<file path="src/rtl/ps2_host_tx.sv">
// PS/2 host-to-device transmitter: inhibit, request-to-send, shift one byte out on
// device clocks, then check the device ACK. Outputs are open-drain pull-low enables.
`timescale 1ns/1ps

module ps2_host_tx #(
    parameter int INHIBIT_CYCLES = 5000,
    parameter int TIMEOUT_CYCLES = 750000
) (
    input  logic       clk,
    input  logic       resetn,
    input  logic       ps2_clk,
    input  logic       ps2_data,
    input  logic [7:0] tx_data,
    input  logic       tx_valid,
    output logic       tx_ready,
    output logic       ps2_clk_oe,
    output logic       ps2_data_oe,
    output logic       tx_done,
    output logic       tx_err
);
    localparam int INH_W = $clog2(INHIBIT_CYCLES + 1);
    localparam int TO_W  = $clog2(TIMEOUT_CYCLES + 1);
    localparam logic [INH_W-1:0] INH_LAST = INH_W'(INHIBIT_CYCLES - 1);
    localparam logic [TO_W-1:0]  TO_LAST  = TO_W'(TIMEOUT_CYCLES - 1);

    typedef enum logic [2:0] {
        S_IDLE,
        S_INHIBIT,
        S_REQ,
        S_SEND,
        S_ACK,
        S_WAIT_IDLE
    } state_t;

    state_t           state, state_nx;
    logic [2:0]       clk_sync, data_sync;
    logic [9:0]       frame, frame_nx;      // {stop, parity, d7..d0}
    logic [3:0]       bit_idx, bit_idx_nx;
    logic             drive_low, drive_low_nx;
    logic [INH_W-1:0] inh_cnt, inh_cnt_nx;
    logic [TO_W-1:0]  to_cnt, to_cnt_nx;
    logic             done_nx, err_nx;
    logic             fall;
    logic             data_bit;

    always_ff @(posedge clk or negedge resetn) begin
        if (!resetn) begin
            // NOTE: synchronizers reset to the idle line level (1) so no false fall follows reset.
            clk_sync  <= '1;
            data_sync <= '1;
        end else begin
            clk_sync  <= {clk_sync[1:0], ps2_clk};
            data_sync <= {data_sync[1:0], ps2_data};
        end
    end

    assign fall     = clk_sync[2] & ~clk_sync[1];
    assign data_bit = data_sync[2];

    always_ff @(posedge clk or negedge resetn) begin
        if (!resetn) begin
            state     <= S_IDLE;
            frame     <= '0;
            bit_idx   <= '0;
            drive_low <= 1'b0;
            inh_cnt   <= '0;
            to_cnt    <= '0;
            tx_done   <= 1'b0;
            tx_err    <= 1'b0;
        end else begin
            // NOTE: sequential state uses non-blocking assignments only.
            state     <= state_nx;
            frame     <= frame_nx;
            bit_idx   <= bit_idx_nx;
            drive_low <= drive_low_nx;
            inh_cnt   <= inh_cnt_nx;
            to_cnt    <= to_cnt_nx;
            tx_done   <= done_nx;
            tx_err    <= err_nx;
        end
    end

    always_comb begin
        // NOTE: every signal gets a default first so no latch is inferred.
        state_nx     = state;
        frame_nx     = frame;
        bit_idx_nx   = bit_idx;
        drive_low_nx = drive_low;
        inh_cnt_nx   = inh_cnt;
        to_cnt_nx    = to_cnt;
        done_nx      = 1'b0;
        err_nx       = 1'b0;

        case (state)
            S_IDLE: begin
                inh_cnt_nx   = '0;
                to_cnt_nx    = '0;
                drive_low_nx = 1'b0;
                if (tx_valid) begin
                    frame_nx = {1'b1, ~^tx_data, tx_data};
                    state_nx = S_INHIBIT;
                end
            end

            S_INHIBIT: begin
                if (inh_cnt == INH_LAST) begin
                    state_nx = S_REQ;
                end else begin
                    inh_cnt_nx = inh_cnt + INH_W'(1);
                end
            end

            default: begin
                // REQ, SEND, ACK and WAIT_IDLE all share the request-to-idle timeout.
                to_cnt_nx = to_cnt + TO_W'(1);
                if (to_cnt == TO_LAST) begin
                    err_nx       = 1'b1;
                    drive_low_nx = 1'b0;
                    state_nx     = S_IDLE;
                end else begin
                    case (state)
                        S_REQ: begin
                            drive_low_nx = 1'b1;
                            bit_idx_nx   = '0;
                            state_nx     = S_SEND;
                        end
                        S_SEND: begin
                            if (fall) begin
                                drive_low_nx = ~frame[bit_idx];
                                if (bit_idx == 4'd9) begin
                                    state_nx = S_ACK;
                                end else begin
                                    bit_idx_nx = bit_idx + 4'd1;
                                end
                            end
                        end
                        S_ACK: begin
                            if (fall) begin
                                if (data_bit) begin
                                    err_nx   = 1'b1;
                                    state_nx = S_IDLE;
                                end else begin
                                    state_nx = S_WAIT_IDLE;
                                end
                            end
                        end
                        S_WAIT_IDLE: begin
                            if (clk_sync[2] && data_sync[2]) begin
                                done_nx  = 1'b1;
                                state_nx = S_IDLE;
                            end
                        end
                        default: ;
                    endcase
                end
            end
        endcase
    end

    // Decoded straight from state so an async reset releases the lines immediately.
    assign tx_ready    = (state == S_IDLE);
    assign ps2_clk_oe  = (state == S_INHIBIT) || (state == S_REQ);
    assign ps2_data_oe = (state == S_REQ) || ((state == S_SEND) && drive_low);

endmodule

</file>
<file path="config.mk">
export PLATFORM = sky130hd
export DESIGN_NAME = ps2_host_tx
export DESIGN_NICKNAME = d
export VERILOG_FILES = /design/src/rtl/ps2_host_tx.sv
export SDC_FILE = /design/constraint.sdc
export NUM_CORES = 1
export LEC_CHECK = 0
export ABC_AREA = 1
export ABC_CLOCK_PERIOD_IN_PS = 1600
export BUFFER_PORTS_ARGS = -buffer_cell sky130_fd_sc_hd__buf_2
export CAP_MARGIN = 10
export CORE_AREA = 2 2 71 107
export CTS_CLUSTER_SIZE = 14
export DETAILED_ROUTE_END_ITERATION = 16
export DIE_AREA = 0 0 73 109
export PLACE_DENSITY = 0.68
export SLEW_MARGIN = 20
export SYNTH_ARGS = -nofsm -noshare
export SYNTH_HDL_FRONTEND = slang
export SYNTH_SLANG_ARGS = --single-unit
</file>
<file path="constraint.sdc">
create_clock -name clk -period 1.6 [get_ports clk]
set_clock_uncertainty 0.05 [all_clocks]
set_input_delay 0.4 -clock clk [delete_from_list [all_inputs] [get_ports clk]]
set_output_delay 0.4 -clock clk [all_outputs]
set_load 0.1 [all_outputs]
</file>
==> results.txt <==
----------------------------------------------------
[Outcome]
  Result of the run ... finished with violations
  Violations in the final reports ... hold timing, setup timing

[Drt]
  Vias ... 3,088
  Pre-Repair DR Iteration Count ... 5
  Total Wirelength ... 7.93 mm
  DRC violations left ... 0
  Routed length per instance ... 13.6 um
  Drt first-iter violations ... 207
  Via density per instance ... 5.28
  Final antenna-violating net count ... 0

[Final layout]
  Cell Count, Final, Fillers Out ... 585
  Antenna Cells ... 0
  Final design instance area without fill ... 0.00438 mm2
  Fraction of layout cells with a size suffix above 1 ... 0.311
  Nets ... 521
  Seq. cell area ... 0.00149 mm2
  Filler cell count ... 615
  Area overhead of the layout relative to synthesis ... 27.0%
  Multi-input logic area ... 0.00186 mm2

[STA]
  Final-layout worst hold slack ... -0.00153 ns
  Normalized max-slew margin ... 0.680
  Time the final worst path needs with I/O delays and setup ... 1.78 ns
  Slew Viols, Final ... 0
  Maximum operating frequency ... 562 MHz
  Fin worst setup slack ... -0.179 ns
  Final hold violation count ... 2
  Tightest Pin Transition ... 0.484 ns
  Portion of the clock cycle consumed by the worst path in the final layout ... 1.11
  Final number of setup-violating endpoints ... 5
  Setup repair after global routing missed its margin ... yes

[Global routing]
  Initial antenna violation count ... 0
  Pin count of the biggest net entering global routing ... 60
  Via count of the first global-routing pass ... 2,939
  Total overflow reported by the global router ... 0
  All-Layer GR Usage ... 0.211
  Wire length of the first global-routing pass ... 12.8 mm

[Clock tree]
  Cts bufs inserted ... 9
  Number of levels in the clock H-tree ... 3
  Register clock-pin slew on the reported worst setup and hold paths ... 0.06 ns
  Root cell of the clock tree ... sky130_fd_sc_hd__clkbuf_8
  Clock buffer depth ... 2
  Clock latency of the later-clocked register in the worst-skew pair ... 0.34 ns
  Number of clock sinks ... 59
  CTS tree ... built
  CTS hold repair buffers ... 0

[Worst setup path]
  Sort of element at the start of the critical path ... register
  Worst r2r path cells ... 9
  Req. time, crit path ... 1.15 ns
  Endpoint kind of the worst setup timing path ... output pin
  R2R Path Start ... to_cnt[1]$_DFFE_PN0N_
  Worst path arrival time ... 1.33 ns
  Crit Path Max Fanout ... 4
  Class of the most critical setup path ... register to output pin
  Worst reg2reg setup slack ... -0.01 ns
  Endpoint of the worst register-to-register path ... to_cnt[12]$_DFFE_PN0N_

[Synthesis]
  Unique masters post-synth ... 43
  Library cell occupying the most area in the post-synthesis netlist ... sky130_fd_sc_hd__dfrtp_1
  Most instantiated flip-flop cell in the synthesis netlist ... sky130_fd_sc_hd__dfrtp_1
  Total of warnings raised by yosys ... 0
  Synth top area cells ... sky130_fd_sc_hd__dfrtp_1, sky130_fd_sc_hd__nand2_1, sky130_fd_sc_hd__inv_1, sky130_fd_sc_hd__nand3_1, sky130_fd_sc_hd__dfstp_2
  Cell area after technology mapping ... 0.00345 mm2
  Synth Instances ... 436
  Proportion of synthesized chip area in sequential cells ... 0.430
  Mapped Avg Cell Area ... 7.92 um2
  Area fraction of the dominant cell type after synthesis ... 0.384
  Register bit total from synthesis ... 59
  Mapped Nets ... 453
  Async set-or-reset flop fraction in the synthesized netlist ... 1.00
  Post-synth EDFFs ... 0
  Most used standard cells in the synthesized netlist ... sky130_fd_sc_hd__nand2_1, sky130_fd_sc_hd__inv_1, sky130_fd_sc_hd__dfrtp_1
  Most common cell in the netlist ... sky130_fd_sc_hd__nand2_1

[Place]
  RD Place Congestion ... 0.946
  Port bufs ... 17
  Cell count after placement ... 554
  HPWL after detailed placement ... 5.48 mm
  Placed instance area ... 0.00389 mm2

[Die]
  Area of the core region ... 0.00708 mm2
  Starting Density ... 0.487
  Count of standard-cell rows ... 38
  Die area ... 0.00796 mm2
  Chip Height ... 109 um
  Die W ... 73 um
  Number of I/O pins ... 18

[Pwr]
  Maximum ir drop on the vdd rail ... 1.19 mV
  PwrDens ... 1610 mW/mm2
  Overall power consumption ... 7050 uW
  Leak Pwr ... 0.00205 uW

[Min path]
  Worst Hold Class ... input port to async pin

[Run]
  Number of maximum-capacitance violations ... 0

----------------------------------------------------
layer usage:
layer / wire length (um) / vias up / GRT usage
li1: - / 1554 / -
met1: 3050 / 1462 / 0.226
met2: 4420 / 57 / 0.373
met3: 274 / 15 / 0.0527
met4: 190 / 0 / 0.115
met5: 0 / - / 0
logic make-up after synthesis:
| group | count (synthesis) | synth area share |
|---|---|---|
| compound gates | 60 | 0.108 |
| simple gates | 233 | 0.329 |
| buf+inv | 69 | 0.0913 |
| xor+xnor | 11 | 0.0279 |
| flops | 59 | 0.430 |
| fa+ha+maj | 4 | 0.0145 |
what timing repair did:
| item | CTS | global route |
|---|---|---|
| setup endpoints to repair | 4 | 24 |
| pin swaps | 2 | 19 |
| setup buffers | 5 | 14 |
| resized for setup | 6 | 42 |
| hold endpoints to repair | 0 | 0 |
final cells by class:
type                    instances  area share
multi-input cells             308       0.425
flip-flops and latches         59       0.340
clock buffers                  12      0.0354
inverters                      62      0.0576
repair buffers                 64       0.120
well taps                      80      0.0228
cell usage in the layout, fill, tap and decap left out, drive strengths merged:
master,n
a22o,1
nor4,1
o32ai,1
o21ai,36
ha,4
nand2,119
nor3,12
a21oi,10
nor2,42
xnor2,6
a31oi,2
clkbuf,12
dfstp,6
dfrtp,53
nand3b,2
nand3,44
a22oi,2
or2,2
clkinv,1
o22ai,4
o31ai,2
nand4,11
inv,61
xor2,5
o211ai,1
o21bai,1
buf,64
worst max-delay path: stages (launching register included):
cell	delay [ns]
sky130_fd_sc_hd__dfrtp_2	0.45
sky130_fd_sc_hd__nor2_8	0.17
sky130_fd_sc_hd__inv_4	0.06
sky130_fd_sc_hd__nor2_8	0.11
sky130_fd_sc_hd__buf_12	0.18
registers in the layout, indices dropped and copies added (netlist names):
register,flops
bit_idx,4
clk_sync,3
data_sync,3
drive_low,1
frame,10
inh_cnt,13
state,3
to_cnt,20
tx_done,1
tx_err,1
report_power, final:
| group | leakage [uW] | switching (uW) | internal, uW | total (uW) |
|---|---|---|---|---|
| logic | 0.00120 | 2260 | 1630 | 3890 |
| clock network | 0.0000803 | 535 | 612 | 1150 |
| registers | 0.000762 | 229 | 1780 | 2010 |
| total | 0.00205 | 3030 | 4020 | 7050 |
through the flow:
stage / setup slack, ns / setup TNS [ns] / utilization
2_1_floorplan: -0.110 / -2.20 / -
3_3_place_gp: 0.0395 / 0 / 0.549
4_1_cts: -0.203 / -0.570 / 0.579
5_1_grt: -0.226 / -1.32 / 0.619
6_report: -0.179 / -0.465 / 0.619
3_5_place_dp: 0.00828 / 0 / 0.549
worst max-delay path by stage:
stage / from / to / slack [ns] / depth (start not counted)
2_1_floorplan: state[2]$_DFFE_PN0P_ / to_cnt[9]$_DFFE_PN0N_ / -0.11 / 7
3_3_place_gp: to_cnt[0]$_DFFE_PN0N_ / to_cnt[18]$_DFFE_PN0N_ / 0.04 / 8
3_5_place_dp: state[2]$_DFFE_PN0P_ / inh_cnt[3]$_DFFE_PN0P_ / 0.008 / 8
4_1_cts: state[2]$_DFFE_PN0P_ / tx_ready / -0.20 / 4
5_1_grt: state[2]$_DFFE_PN0P_ / tx_ready / -0.23 / 4
6_report: state[2]$_DFFE_PN0P_ / tx_ready / -0.18 / 4
No activity file was read; power rests on OpenSTA's default activity.
